[src/rtl/left_rotation_serial.sv]
// ============================================================================
// left_rotation_serial: rotates an operand left by s, one bit per clock, under
// a start/busy/done handshake. Optional macro: LEFT_ROTATION_FAST_EN (1-cycle
// barrel rotate instead of the serial loop).
// Revision: 1.0
// ============================================================================
`default_nettype none

module left_rotation_serial #(
  parameter int WIDTH = 8,
  parameter int SW    = 3
) (
  input  logic             clk,
  input  logic             rst_n,
  input  logic             start,
  input  logic [WIDTH-1:0] din,
  input  logic [SW-1:0]    s,
  output logic             busy,
  output logic             done,
  output logic [WIDTH-1:0] dout
);

  typedef enum logic [1:0] {
    IDLE = 2'd0,
    ROT  = 2'd1,
    DONE = 2'd2
  } state_t;

  state_t           state;
  logic [WIDTH-1:0] r;
  logic [SW-1:0]    cnt;

`ifdef LEFT_ROTATION_FAST_EN
  // The upper half of the doubled operand shifted by s is the rotated value.
  function automatic logic [WIDTH-1:0] rotl(input logic [WIDTH-1:0] v,
                                            input logic [SW-1:0] amt);
    logic [2*WIDTH-1:0] dbl;
    dbl  = {v, v} << amt;
    rotl = dbl[2*WIDTH-1:WIDTH];
  endfunction
`endif

  always_ff @(posedge clk) begin
    if (!rst_n) begin
      state <= IDLE;
      r     <= '0;
      cnt   <= '0;
    end else begin
      case (state)
        IDLE: begin
          if (start) begin
            cnt <= s;
`ifdef LEFT_ROTATION_FAST_EN
            r     <= rotl(din, s);
            state <= DONE;
`else
            r     <= din;
            state <= (s == '0) ? DONE : ROT;
`endif
          end
        end
        ROT: begin
          r   <= {r[WIDTH-2:0], r[WIDTH-1]};
          cnt <= cnt - 1'b1;
          if (cnt == SW'(1)) begin
            state <= DONE;
          end
        end
        DONE: begin
          state <= IDLE;
        end
        default: begin
          state <= IDLE;
        end
      endcase
    end
  end

  assign busy = (state != IDLE);
  assign done = (state == DONE);
  assign dout = r;

endmodule

`default_nettype wire

[config.mk]
export PLATFORM = sky130hd
export DESIGN_NAME = left_rotation_serial
export DESIGN_NICKNAME = d
export VERILOG_FILES = /design/src/rtl/left_rotation_serial.sv
export SDC_FILE = /design/constraint.sdc
export NUM_CORES = 1
export LEC_CHECK = 0
export CORE_UTILIZATION = 45
export CTS_BUF_LIST = sky130_fd_sc_hd__clkbuf_8
export CTS_CLUSTER_SIZE = 14
export DETAILED_ROUTE_END_ITERATION = 6
export DONT_BUFFER_PORTS = 1
export PLACE_DENSITY = 0.64
export SETUP_SLACK_MARGIN = 0.05
export SLEW_MARGIN = 20
export SYNTH_ARGS = -nofsm -noshare
export SYNTH_HDL_FRONTEND = slang
export SYNTH_SLANG_ARGS = --single-unit
[constraint.sdc]
create_clock -name clk -period 3.1 [get_ports clk]
set_input_delay 0.775 -clock clk [delete_from_list [all_inputs] [get_ports clk]]
set_output_delay 0.775 -clock clk [all_outputs]
set_load 0.01 [all_outputs]
== Yosys cells after proc, flatten, opt, wreduce, memory -nomap -nowiden ==
Index checks and enable logic that the tools add are counted.
Widths: inputs -> output; s select.

* Output and inout port bits: 10
* Logic and storage cells: 23
* Bits of input ports: 14
* Flip-flop bits (word level): 13

* Muxes and demuxes: 8
* Eq/ne operators: 5
* Add/subtract/negate cells: 1
* Reductions and logical operators: 6

{| class="wikitable"
|+ Operators with widths
! cell !! number
|-
| $pmux 8 s2 || 1
|-
| $mux 8 || 1
|-
| $mux 2 || 3
|-
| $pmux 3 s2 || 1
|-
| $ne 2x2->1 const B || 2
|-
| $pmux 2 s2 || 1
|-
| $reduce_and 2->1 || 2
|-
| $reduce_bool 2->1 || 2
|-
| $eq 3x1->1 const B || 1
|-
| $logic_not 3->1 || 1
|-
| $mux 3 || 1
|-
| $sub 3x1->3 const B || 1
|-
| $eq 2x1->1 const B || 1
|-
| $eq 2x2->1 const B || 1
|-
| $logic_not 2->1 || 1
|}

== Longest topological paths before layout ==
Gate-level depths: netlist of the first run.

* Depth after elaboration: 4
* Depth in mapped cells: 5
* Mapped depth without buffers: 5

== Worst setup path before layout of the first run ==
OpenSTA, ideal clock, no wires.

* Kind: reg-to-output
* Start: register state[0]
* End: output busy
* Buffers on the path: 1
* Required time: 2.325 ns
* Slack: 1.618 ns
* Cell stages (with the launch flop): 3
* Data arrival time: 0.707 ns
* Path through: dfxtp_1 buf_6 or2_2

* Cells in the longest elaborated chain, start to end: 1

{| class="wikitable"
|+ Ends and longest elaborated chain
! item !! line !! text
|-
| from (decl) || 29 || <nowiki>state_t state;</nowiki>
|-
| from (signal assigned) || 58 || <nowiki>state <= (s == '0) ? DONE : ROT;</nowiki>
|-
| $reduce_bool 2->1 || 79 || <nowiki>assign busy = (state != IDLE);</nowiki>
|-
| to (decl) || 18 || <nowiki>output logic busy,</nowiki>
|}

Every way passes these cells.

== Worst setup path in the final report of the first run ==
Ends and elaborated chain as after synthesis.

==> impl_metrics.py, run 1 <==
metrics = {
    "clocking": {
        "cts_setup_buffers": 0,
        "cts_tree": "yes",
        "cts_resized": 0,
        "cts_buffer_depth": 2,
        "hold_buffers": 0,
        "tritoncts.num_buffers": 3,
        "cts_root_buffer": "clkbuf_8",
        "path_clk_slew_ps": 60,
        "cts_sinks": 13,
        "clock_latency_ps": 240,
        "htreeDepth": 1,
    },
    "logic_synthesis": {
        "syn_nets": 88,
        "async_flop_share": 0,
        "yosysSeqAreaShare": 0.387,
        "syn_area_per_cell_um2": 9.33,
        "yosysUniqueCellTypes": 23,
        "postSynthCellCount": 72,
        "ys_seq_elements": 13,
        "yosys.area_share.xor_xnor": 0,
        "synthAdderAreaFrac": 0.0372,
        "synthSimpleGateAreaFrac": 0.114,
        "synth_top_area_frac": 0.387,
        "yosys-top-cells-area": "dfxtp_1 (39%), mux2i_1 (12%), a21oi_1 (9.7%), o21ai_0 (5.2%), buf_6 (5.0%)",
        "muxShareOfSynthArea": 0.119,
        "synth_top_cell_by_area": "dfxtp_1",
        "synth-edff-count": 0,
        "synth_top_family_by_area": "compound AO/OA/AOI/OAI gates",
        "yosys_warnings": 0,
        "synth_common_cells": "a21oi_1 (13), dfxtp_1 (13), mux2i_1 (8)",
        "synth_compound_area_frac": 0.253,
        "synth_area_um2": 672,
        "ys.flop_type": "dfxtp_1",
    },
    "pwr": {
        "design_power_total_uw": 480,
        "irDropWorstVdd_mv": 0.459,
        "power_density_nw_per_um2": 695,
        "p_leak_nw": 0.307,
    },
    "floorplan": {
        "die_y_um": 40.6,
        "fp.dieArea_um2": 1650,
        "io_pins": 24,
        "die-width_um": 40.6,
        "core_area_um2": 1350,
        "initial_core_util": 0.498,
        "fp-row-count": 13,
    },
    "routing": {
        "drtPass1Iterations": 2,
        "met3WireLength_um": 89,
        "vias": 490,
        "viasPerCell": 5.70,
        "top_layer_used": "met4",
        "dr_wl_met2_um": 525,
        "drc": 0,
        "postRouteAntennaNets": 0,
        "drt-total-wl_um": 1220,
        "drt_iter0_markers": 3,
        "wl_per_cell_um": 14.2,
        "wl_met1_um": 588,
    },
    "cells_and_area": {
        "nNetsFinal": 88,
        "num-fill-cells": 134,
        "fin_cells": 86,
        "area_growth_pct": 2.79,
        "drive_above_1_share": 0.0986,
        "diodes": 0,
    },
    "worst_hold_path": {
        "hold_depth": 2,
        "hp-class": "flop to flop",
    },
    "global_route": {
        "grt_pass1_wl_um": 1840,
        "antenna_found_initial": 0,
        "grt_pass1_vias": 432,
        "grt.total_usage": 0.171,
        "grt_max_degree": 23,
        "overflow": 0,
    },
    "worst_setup_path": {
        "worstPathMaxFanout": 9,
        "cp-end-kind": "output port",
        "critPathKind": "flop to output port",
        "reg2reg_depth": 3,
        "worstPathRequired_ps": 2320,
        "worst-path-buf-inv": 0,
        "crit_family": "flip-flops",
        "worstSetupStartpointType": "flop",
        "cpMaxStageDelayCell": "dfxtp_1",
        "worstPathArrival_ps": 990,
        "worstPathCellList": "or2_2",
        "slowest_delay_ps": 400,
        "crit_cells": 1,
    },
    "sta": {
        "max_freq_mhz": 568,
        "slew_violations": 0,
        "tns_ps": 0,
        "setup_viol": 0,
        "slew_headroom": 0.771,
        "rsz0062_at_grt": "no",
        "clock_skew_ps": 1.95,
        "holdWs_ps": 476,
        "min_period_over_period": 0.568,
        "tightest_slew_ps": 344,
        "period_minus_slack_ps": 1760,
        "finalHoldViolations": 0,
    },
    "flow_run": {
        "cap_violations": 0,
    },
    "outcome": {
        "outcome": "finished clean",
    },
    "placement": {
        "dp_hpwl_um": 856,
        "placed_cells": 82,
        "portBuffers": 0,
        "place_congestion": 0.609,
    },
}
-- state kept, by name, summed over array words and instances (netlist names) --
| register | flops |
|---|---|
| cnt | 3 |
| dout | 8 |
| state | 2 |
-- per-layer routing --
layer / global-route usage / vias up
met5: 0 / -
met3: 0.0435 / 2
li1: - / 255
met1: 0.218 / 216
met4: 0.100 / 0
met2: 0.258 / 17
-- power by group --
part	switching, mW	leakage [nW]	internal (mW)	total, mW
clock	0.0575	0.0269	0.0872	0.145
combinational	0.0553	0.172	0.0527	0.108
sequential	0.0329	0.108	0.194	0.227
total	0.146	0.307	0.334	0.480
-- path summary, 6_finish.rpt --
| path | start | to | slack (ps) |
|---|---|---|---|
| setup / recovery | state[0] | busy | 1340 |
| hold / removal | cnt[2] | cnt[2] | 480 |
| setup reg to reg | state[0] | state[0] | 1820 |
| hold reg to reg | cnt[2] | cnt[2] | 480 |
-- area by class of cell --
| cell class | count | area, µm² | area share |
|---|---|---|---|
| Inverter | 4 | 15.0 | 0.0217 |
| Clock buffer | 3 | 41.3 | 0.0598 |
| Sequential cell | 13 | 260 | 0.377 |
| Tap cell | 15 | 18.8 | 0.0272 |
| Clock inverter | 1 | 3.75 | 0.00543 |
| Multi-Input combinational cell | 50 | 352 | 0.509 |
-- worst reg2reg max path, delay by kind of cell, from the launching register on --
kind / cells / cell delay, ps
and+or+nand+nor: 1 / 220
DFF: 1 / 520
AOI/OAI and AO/OA: 2 / 490
-- stage by stage --
step / util / area (µm²) / setup WS (ps)
floorplan: - / 672 / 1620
global placement: 0.478 / 646 / 1610
detailed placement: 0.478 / 646 / 1590
CTS: 0.512 / 691 / 1330
global route: 0.512 / 691 / 1260
finish: 0.512 / 691 / 1340
-- cells in the final DEF (no fill, tap or decap) --
| master | count |
|---|---|
| clkbuf_8 | 3 |
| nor2_1 | 1 |
| o21ai_0 | 7 |
| o21ai_1 | 3 |
| nor2b_1 | 1 |
| and4bb_2 | 1 |
| o22ai_1 | 1 |
| o21ba_4 | 1 |
| or2_2 | 1 |
| a21oi_1 | 13 |
| o21a_1 | 3 |
| nand2_1 | 3 |
| inv_1 | 5 |
| mux2i_1 | 8 |
| nor3_1 | 1 |
| nor4bb_1 | 1 |
| nand2b_4 | 1 |
| dfxtp_1 | 13 |
| o311a_1 | 1 |
| ha_1 | 2 |
| nor3b_1 | 1 |
-- kinds of logic after synthesis --
| kind of cell | count (synthesis) |
|---|---|
| AO/OA/AOI/OAI | 29 |
| buffers and inverters | 9 |
| adder cells (fa/ha/maj) | 2 |
| flip-flops | 13 |
| AND/OR/NAND/NOR | 11 |
| multiplexers | 8 |
(Power assumes the default switching activity.)
==> run 2, diff against run 1 <==
clock period = 1.63 ns   (was 3.1 ns; I/O delays follow)
==> impl_metrics.py, run 2 (synthesis results as in run 1) <==
metrics = {
    "worst_setup_path": {
        "worst-path-buf-inv": 0,
        "worstPathMaxFanout": 9,
        "crit_family": "flip-flops",
        "critPathKind": "flop to output port",
        "worstPathRequired_ps": 1220,
        "worstSetupStartpointType": "flop",
        "worstPathCellList": "or2_2",
        "cpMaxStageDelayCell": "dfxtp_1",
        "cp-end-kind": "output port",
        "worstPathArrival_ps": 980,
        "slowest_delay_ps": 400,
    },
    "cells_and_area": {
        "largest_reg_flops": 8,
        "drive_above_1_share": 0.0986,
        "fin_area_um2": 691,
        "nNetsFinal": 88,
        "area_growth_pct": 2.79,
        "seqCellArea_um2": 260,
        "diodes": 0,
        "multiInputGateArea_um2": 352,
        "final_cell_mix": "a21oi_1 (13), dfxtp_1 (13), mux2i_1 (8)",
        "num-fill-cells": 137,
        "fin_cells": 86,
    },
    "global_route": {
        "grt.total_usage": 0.166,
        "overflow": 0,
        "grt_pass1_vias": 458,
        "grt_max_degree": 23,
        "antenna_found_initial": 0,
        "grt_pass1_wl_um": 1810,
    },
    "pwr": {
        "p_leak_nw": 0.307,
        "power_density_nw_per_um2": 1320,
        "design_power_total_uw": 914,
        "irDropWorstVdd_mv": 0.719,
    },
    "clocking": {
        "cts_resized": 0,
        "cts_setup_buffers": 0,
        "tritoncts.num_buffers": 3,
        "htreeDepth": 1,
        "cts_sinks": 13,
        "cts_buffer_depth": 2,
        "cts_tree": "yes",
        "path_clk_slew_ps": 60,
        "clock_latency_ps": 240,
        "hold_buffers": 0,
        "cts_root_buffer": "clkbuf_8",
    },
    "sta": {
        "rsz0062_at_grt": "no",
        "setup_viol": 0,
        "slew_headroom": 0.780,
        "clock_skew_ps": 0.688,
        "tns_ps": 0,
        "min_period_over_period": 0.854,
        "finalHoldViolations": 0,
        "max_freq_mhz": 718,
        "tightest_slew_ps": 330,
        "holdWs_ps": 286,
        "slew_violations": 0,
        "period_minus_slack_ps": 1390,
    },
    "worst_hold_path": {
        "hp-class": "primary input to flop",
    },
    "placement": {
        "dp_hpwl_um": 817,
        "place_congestion": 0.639,
        "placed_cells": 82,
        "portBuffers": 0,
        "dpl_cell_area_um2": 646,
    },
    "flow_run": {
        "cap_violations": 0,
    },
    "routing": {
        "viasPerCell": 5.60,
        "postRouteAntennaNets": 0,
        "wl_per_cell_um": 13.4,
        "drtPass1Iterations": 3,
        "drt_iter0_markers": 5,
        "drc": 0,
        "vias": 482,
        "drt-total-wl_um": 1150,
    },
    "floorplan": {
        "core_area_um2": 1350,
        "initial_core_util": 0.498,
        "io_pins": 24,
        "die_y_um": 40.6,
        "die-width_um": 40.6,
        "fp.dieArea_um2": 1650,
        "fp-row-count": 13,
    },
    "outcome": {
        "outcome": "finished clean",
    },
}
-- run 2: cell counts in the layout (fill, tap and decap cells not counted) --
No cell type changed its count.
-- run 2: cell type report --
type	instances	share of cell area
clock buffer	3	0.0598
inverter	4	0.0217
clock inverter	1	0.00543
sequential	13	0.377
multi-input combinational	50	0.509
tap	15	0.0272
-- run 2: metrics by stage --
| step | setup WS, ps | utilization |
|---|---|---|
| final | 238 | 0.512 |
| after global routing | 181 | 0.512 |
| after CTS | 226 | 0.512 |
| after detailed placement | 396 | 0.478 |
| after global placement | 421 | 0.478 |
| after floorplan | 515 | - |
-- run 2: final timing paths --
path,startpoint,endpoint,slack (ps),cells past startpoint
worst max register to register,state[0],state[0],390,3
worst min-delay path,rst_n,state[0],290,1
worst max-delay path,state[0],busy,240,1
worst min register to register,cnt[2],cnt[2],470,2
-- run 2: power breakdown --
| part | switching, mW | internal, mW |
|---|---|---|
| Clock | 0.114 | 0.166 |
| Sequential | 0.0603 | 0.369 |
| Combinational | 0.104 | 0.100 |
-- run 2: routing by layer --
metal / vias to the layer above / routed length [µm] / track usage
li1: 253 / - / -
met1: 211 / 544 / 0.198
met2: 18 / 494 / 0.274
met3: 0 / 112 / 0.0652
met4: 0 / 0 / 0.0500
met5: - / 0 / 0
